$ cat src/rtl/mem_port_arbiter.sv
// Shares one memory port between fetch and data; data wins unless fetch has waited STARVE_MAX grants.
// Grant 1 clk after request, rvalid 1 clk after mem_ack; one transaction outstanding, requesters hold until gnt.
module mem_port_arbiter #(
    parameter int ADDR_W     = 32,
    parameter int DATA_W     = 32,
    parameter int STARVE_MAX = 4
) (
    input  logic                  clk,
    input  logic                  rst,
    input  logic                  if_req,
    input  logic [ADDR_W-1:0]     if_addr,
    input  logic                  if_flush,
    output logic                  if_gnt,
    output logic                  if_rvalid,
    output logic [DATA_W-1:0]     if_rdata,
    input  logic                  d_req,
    input  logic                  d_we,
    input  logic [ADDR_W-1:0]     d_addr,
    input  logic [DATA_W-1:0]     d_wdata,
    input  logic [DATA_W/8-1:0]   d_wstrb,
    output logic                  d_gnt,
    output logic                  d_rvalid,
    output logic [DATA_W-1:0]     d_rdata,
    output logic                  mem_req,
    output logic                  mem_we,
    output logic [ADDR_W-1:0]     mem_addr,
    output logic [DATA_W-1:0]     mem_wdata,
    output logic [DATA_W/8-1:0]   mem_wstrb,
    input  logic                  mem_ack,
    input  logic [DATA_W-1:0]     mem_rdata,
    output logic                  busy
);

    localparam int STRB_W = DATA_W / 8;
    localparam int CNT_W  = $clog2(STARVE_MAX + 1);
    localparam logic [CNT_W-1:0] CNT_MAX = CNT_W'(STARVE_MAX);

    typedef enum logic [1:0] {
        IDLE   = 2'd0,
        BUSY_I = 2'd1,
        BUSY_D = 2'd2
    } state_t;

    state_t              state_q;
    logic [CNT_W-1:0]    starve_cnt_q;
    logic                drop_fetch_q;
    logic                if_gnt_q;
    logic                if_rvalid_q;
    logic [DATA_W-1:0]   if_rdata_q;
    logic                d_gnt_q;
    logic                d_rvalid_q;
    logic [DATA_W-1:0]   d_rdata_q;
    logic                mem_req_q;
    logic                mem_we_q;
    logic [ADDR_W-1:0]   mem_addr_q;
    logic [DATA_W-1:0]   mem_wdata_q;
    logic [STRB_W-1:0]   mem_wstrb_q;
    logic                busy_q;

    logic starved;
    logic pick_d;
    logic pick_i;

    // Once fetch has watched STARVE_MAX data grants go by, data must yield one slot.
    assign starved = if_req && (starve_cnt_q == CNT_MAX);
    assign pick_d  = d_req && !starved;
    assign pick_i  = !pick_d && if_req && !if_flush;

    always_ff @(posedge clk) begin
        if (rst) begin
            state_q      <= IDLE;
            starve_cnt_q <= '0;
            drop_fetch_q <= 1'b0;
            if_gnt_q     <= 1'b0;
            if_rvalid_q  <= 1'b0;
            if_rdata_q   <= '0;
            d_gnt_q      <= 1'b0;
            d_rvalid_q   <= 1'b0;
            d_rdata_q    <= '0;
            mem_req_q    <= 1'b0;
            mem_we_q     <= 1'b0;
            mem_addr_q   <= '0;
            mem_wdata_q  <= '0;
            mem_wstrb_q  <= '0;
            busy_q       <= 1'b0;
        end else begin
            if_gnt_q    <= 1'b0;
            d_gnt_q     <= 1'b0;
            if_rvalid_q <= 1'b0;
            d_rvalid_q  <= 1'b0;
            if (!if_req) begin
                starve_cnt_q <= '0;
            end

            case (state_q)
                IDLE: begin
                    if (pick_d) begin
                        state_q     <= BUSY_D;
                        busy_q      <= 1'b1;
                        mem_req_q   <= 1'b1;
                        mem_we_q    <= d_we;
                        mem_addr_q  <= d_addr;
                        mem_wdata_q <= d_wdata;
                        mem_wstrb_q <= d_wstrb;
                        d_gnt_q     <= 1'b1;
                        if (if_req && (starve_cnt_q != CNT_MAX)) begin
                            starve_cnt_q <= starve_cnt_q + CNT_W'(1);
                        end
                    end else if (pick_i) begin
                        state_q      <= BUSY_I;
                        busy_q       <= 1'b1;
                        mem_req_q    <= 1'b1;
                        mem_we_q     <= 1'b0;
                        mem_addr_q   <= if_addr;
                        mem_wdata_q  <= '0;
                        mem_wstrb_q  <= '0;
                        if_gnt_q     <= 1'b1;
                        starve_cnt_q <= '0;
                    end
                end
                BUSY_I: begin
                    if (if_flush) begin
                        drop_fetch_q <= 1'b1;
                    end
                    if (mem_ack) begin
                        state_q      <= IDLE;
                        busy_q       <= 1'b0;
                        mem_req_q    <= 1'b0;
                        drop_fetch_q <= 1'b0;
                        // A flush arriving on the ack cycle still kills the response.
                        if (!(drop_fetch_q || if_flush)) begin
                            if_rvalid_q <= 1'b1;
                            if_rdata_q  <= mem_rdata;
                        end
                    end
                end
                BUSY_D: begin
                    if (mem_ack) begin
                        state_q    <= IDLE;
                        busy_q     <= 1'b0;
                        mem_req_q  <= 1'b0;
                        d_rvalid_q <= 1'b1;
                        if (!mem_we_q) begin
                            d_rdata_q <= mem_rdata;
                        end
                    end
                end
                default: begin
                    state_q   <= IDLE;
                    busy_q    <= 1'b0;
                    mem_req_q <= 1'b0;
                end
            endcase
        end
    end

    assign if_gnt    = if_gnt_q;
    assign if_rvalid = if_rvalid_q;
    assign if_rdata  = if_rdata_q;
    assign d_gnt     = d_gnt_q;
    assign d_rvalid  = d_rvalid_q;
    assign d_rdata   = d_rdata_q;
    assign mem_req   = mem_req_q;
    assign mem_we    = mem_we_q;
    assign mem_addr  = mem_addr_q;
    assign mem_wdata = mem_wdata_q;
    assign mem_wstrb = mem_wstrb_q;
    assign busy      = busy_q;

endmodule

$ cat config.mk
export PLATFORM = sky130hd
export DESIGN_NAME = mem_port_arbiter
export DESIGN_NICKNAME = d
export VERILOG_FILES = /design/src/rtl/mem_port_arbiter.sv
export SDC_FILE = /design/constraint.sdc
export NUM_CORES = 1
export LEC_CHECK = 0
export BUFFER_PORTS_ARGS = -buffer_cell sky130_fd_sc_hd__buf_2
export CAP_MARGIN = 20
export CORE_AREA = 2 2 120 99
export CTS_CLUSTER_SIZE = 24
export DETAILED_ROUTE_END_ITERATION = 8
export DIE_AREA = 0 0 122 101
export GPL_ROUTABILITY_DRIVEN = 0
export GPL_TIMING_DRIVEN = 0
export PLACE_DENSITY_LB_ADDON = 0.08
export SETUP_SLACK_MARGIN = 0.5
export SKIP_LAST_GASP = 1
export SYNTH_ARGS = -nofsm -noshare
export SYNTH_HDL_FRONTEND = slang
export SYNTH_SLANG_ARGS = --single-unit
export TNS_END_PERCENT = 10
$ cat constraint.sdc
create_clock -name clk -period 4.1 [get_ports clk]
set_input_delay 0.41 -clock clk [delete_from_list [all_inputs] [get_ports clk]]
set_output_delay 0.41 -clock clk [all_outputs]
set_load 0.005 [all_outputs]
==> flow_metrics.env <==
export IMPL_firstDrtPassIters=4
export IMPL_holdWs_ns=0.217
export IMPL_area_growth_pct=42.0
export IMPL_post_route_min_period_ns=2.21
export IMPL_crit_arrival_ns=2.55
export IMPL_grt_max_degree=17
export IMPL_final_cell_mix="buf_2, dfxtp_1, nand2_1, a21oi_1, inv_1"
export IMPL_dp_cells=994
export IMPL_cts_buffers=17
export IMPL_setup_viol=0
export IMPL_worst_ir_drop_vdd_mv=0.323
export IMPL_cellPowerDensity_nw_per_um2=483
export IMPL_cts_buffer_depth=2
export IMPL_synth_area_top_cells="dfxtp_1, a21oi_1, nand2_1"
export IMPL_ys_types=33
export IMPL_syn_area_sq_um=5210
export IMPL_skew_ns=0.0140
export IMPL_synthFlopType="dfxtp_1"
export IMPL_wl_um=16400
export IMPL_die_area_sq_um=12300
export IMPL_path_buf_inv=3
export IMPL_synth_compound_area_share_pct=24.9
export IMPL_cts_sinks=144
export IMPL_yosys_warnings=0
export IMPL_p_leak_nw=3.56
export IMPL_worstSetupPathType="reg2reg"
export IMPL_postCtsHoldBufs=0
export IMPL_vias=5220
export IMPL_ys_seq_elements=144
export IMPL_utilization_pct=66.2
export IMPL_holdCritPathClass="in2reg"
export IMPL_yosys_area_top_type_share_pct=55.4
export IMPL_maxCapViolCount=0
export IMPL_clk_pin_slew_worst_paths_ns=0.07
export IMPL_synth_cells=570
export IMPL_cp_slowest_cell="clkbuf_1"
export IMPL_critPathLaunchType="flip-flop"
export IMPL_ioPinCount=278
export IMPL_min_path_cells=2
export IMPL_rows=35
export IMPL_synthMuxAreaShare_pct=0
export IMPL_start_util_pct=46.6
export IMPL_design_core_area_sq_um=11200
export IMPL_hpwlAfterDp_um=12300
export IMPL_instances_no_fill=1026
export IMPL_route_detailed_drc=0
export IMPL_num_antenna_cells=0
export IMPL_overflow=0
export IMPL_synthSimpleGateAreaFrac_pct=12.4
export IMPL_slew_violations=0
export IMPL_antenna_found_initial=0
export IMPL_synthArstFlopShare_pct=0
export IMPL_rsz0062_at_grt="no"
export IMPL_synth_xor_area_share_pct=0
export IMPL_outcome="finished clean"
export IMPL_cts_resized=0
export IMPL_synth_fa_ha_area_share_pct=1.20
export IMPL_cts_setup_buffers=0
export IMPL_cts_root_buf="clkbuf_16"
export IMPL_hold_start="d_wdata[13]"
export IMPL_endpoint_kind="flip-flop"
export IMPL_grt_total_usage_pct=26.2
export IMPL_r2r_cells=8
export IMPL_critical_path_required_ns=4.44
export IMPL_hold_viol_final=0
export IMPL_synth_nets=714
export IMPL_fmax_mhz=452
export IMPL_antenna_left=0
export IMPL_clock_latency_ns=0.41
export IMPL_finalSetupTns_ns=0
export IMPL_drive_gt1_share_pct=37.2
export IMPL_drt_iter0_drc=292
export IMPL_die_h_um=101
export IMPL_grt_first_pass_wirelength_um=25000
export IMPL_wl_per_cell_um=16.0
export IMPL_crit_fanout=10
export IMPL_grt_pass1_vias=4908
export IMPL_final_common_cell="buf_2"
export IMPL_cts_tree="done"
export IMPL_min_period_over_period_pct=53.9
export IMPL_path_cells="inv_1 > ha_1 > nand3_1 > nand3_2 > nor2_1 > buf_2 > clkbuf_1 > a22o_1"
export IMPL_synth_seq_area_share_pct=55.4
export IMPL_reg2reg_from="starve_cnt_q[0]"
export IMPL_layout_nets=1009
export IMPL_die_w_um=122
export IMPL_crit_family="buffers and inverters"
export IMPL_r2r_end="mem_wdata[2]"
export IMPL_port_buffers=276
export IMPL_avgSynthCellArea_sq_um=9.13
export IMPL_yosysTopAreaCell="dfxtp_1"
export IMPL_synth_top_family_by_area="compound AO/OA/AOI/OAI gates"
export IMPL_critPathMaxStageDelay_ns=0.41
export IMPL_slew_limit_headroom_pct=63.9
export IMPL_reg2reg_slack_ns=1.89
export IMPL_synth_edf_count=0
export IMPL_tightestPinTransition_ns=0.537
export IMPL_avgViaCountPerCell=5.09
export IMPL_htree_levels=4
export IMPL_min_to="mem_wdata[13]"
==> worst max-delay path by stage <==
stage / from / end / slack [ns] / cells past startpoint
floorplan: starve_cnt_q[0] / mem_wdata[10] / 2.41 / 8
global placement: starve_cnt_q[0] / mem_wdata[8] / 2.07 / 8
detailed placement: starve_cnt_q[0] / mem_wdata[4] / 2.03 / 8
CTS: starve_cnt_q[0] / mem_wdata[2] / 1.92 / 8
global route: starve_cnt_q[0] / mem_wdata[2] / 1.73 / 8
finish: starve_cnt_q[0] / mem_wdata[2] / 1.89 / 8
==> cell type report <==
cell class / count / area (sq um)
fillers: 997 / 3780
clock inverters: 14 / 179
well taps: 148 / 185
clock buffers: 18 / 439
inverters: 38 / 143
multi-input cells: 345 / 2000
flip-flops and latches: 144 / 2880
plain buffers: 43 / 179
repair buffers: 276 / 1380
==> power breakdown <==
part / internal [mW] / total, mW / leakage (nW) / switching [mW]
sequential: 1.49 / 1.54 / 1.18 / 0.0468
clock: 0.984 / 1.60 / 0.294 / 0.617
combinational: 0.202 / 0.429 / 2.09 / 0.227
total: 2.68 / 3.57 / 3.56 / 0.891
==> metal layers <==
layer	routed length (um)	GRT usage, %	up-vias
met4	336	10.3	0
met1	6820	31.7	2429
met2	7930	44.2	203
li1	-	-	2561
met5	0	0	-
met3	1290	7.47	27
==> synthesized netlist by cell type, types with 2 or more instances <==
cell,number
a211oi_1,3
nor3b_1,2
o221a_1,31
buf_2,11
nand3_1,3
nor2_1,5
o21ai_0,3
nand2_1,134
nand2b_1,4
a21oi_1,102
a22o_1,37
inv_1,38
dfxtp_1,144
buf_1,2
ha_1,5
clkbuf_1,29
==> kinds of logic (layout without fill, tap and decap cells) <==
logic type,after synthesis,count (layout)
compound gates,183,183
fa+ha+maj,5,5
buf+inv,81,389
flops,144,144
simple gates,157,157
==> registers in the layout, summed over array words and instances (netlist names), 2 cells and up <==
register,flops
d_rdata,32
if_rdata,32
mem_addr,32
mem_wdata,32
mem_wstrb,4
starve_cnt_q,3
state_q,2
==> through the flow <==
stage               power [mW]  setup slack, ns  cell area [sq um]
floorplan                 1.77             2.41               5210
global placement          1.98             2.07               6770
detailed placement        1.99             2.03               6770
CTS                       3.59             1.92               7390
global route              3.71             1.73               7390
finish                    3.57             1.89               7390
Note: power is estimated with default switching activity, not from simulation.
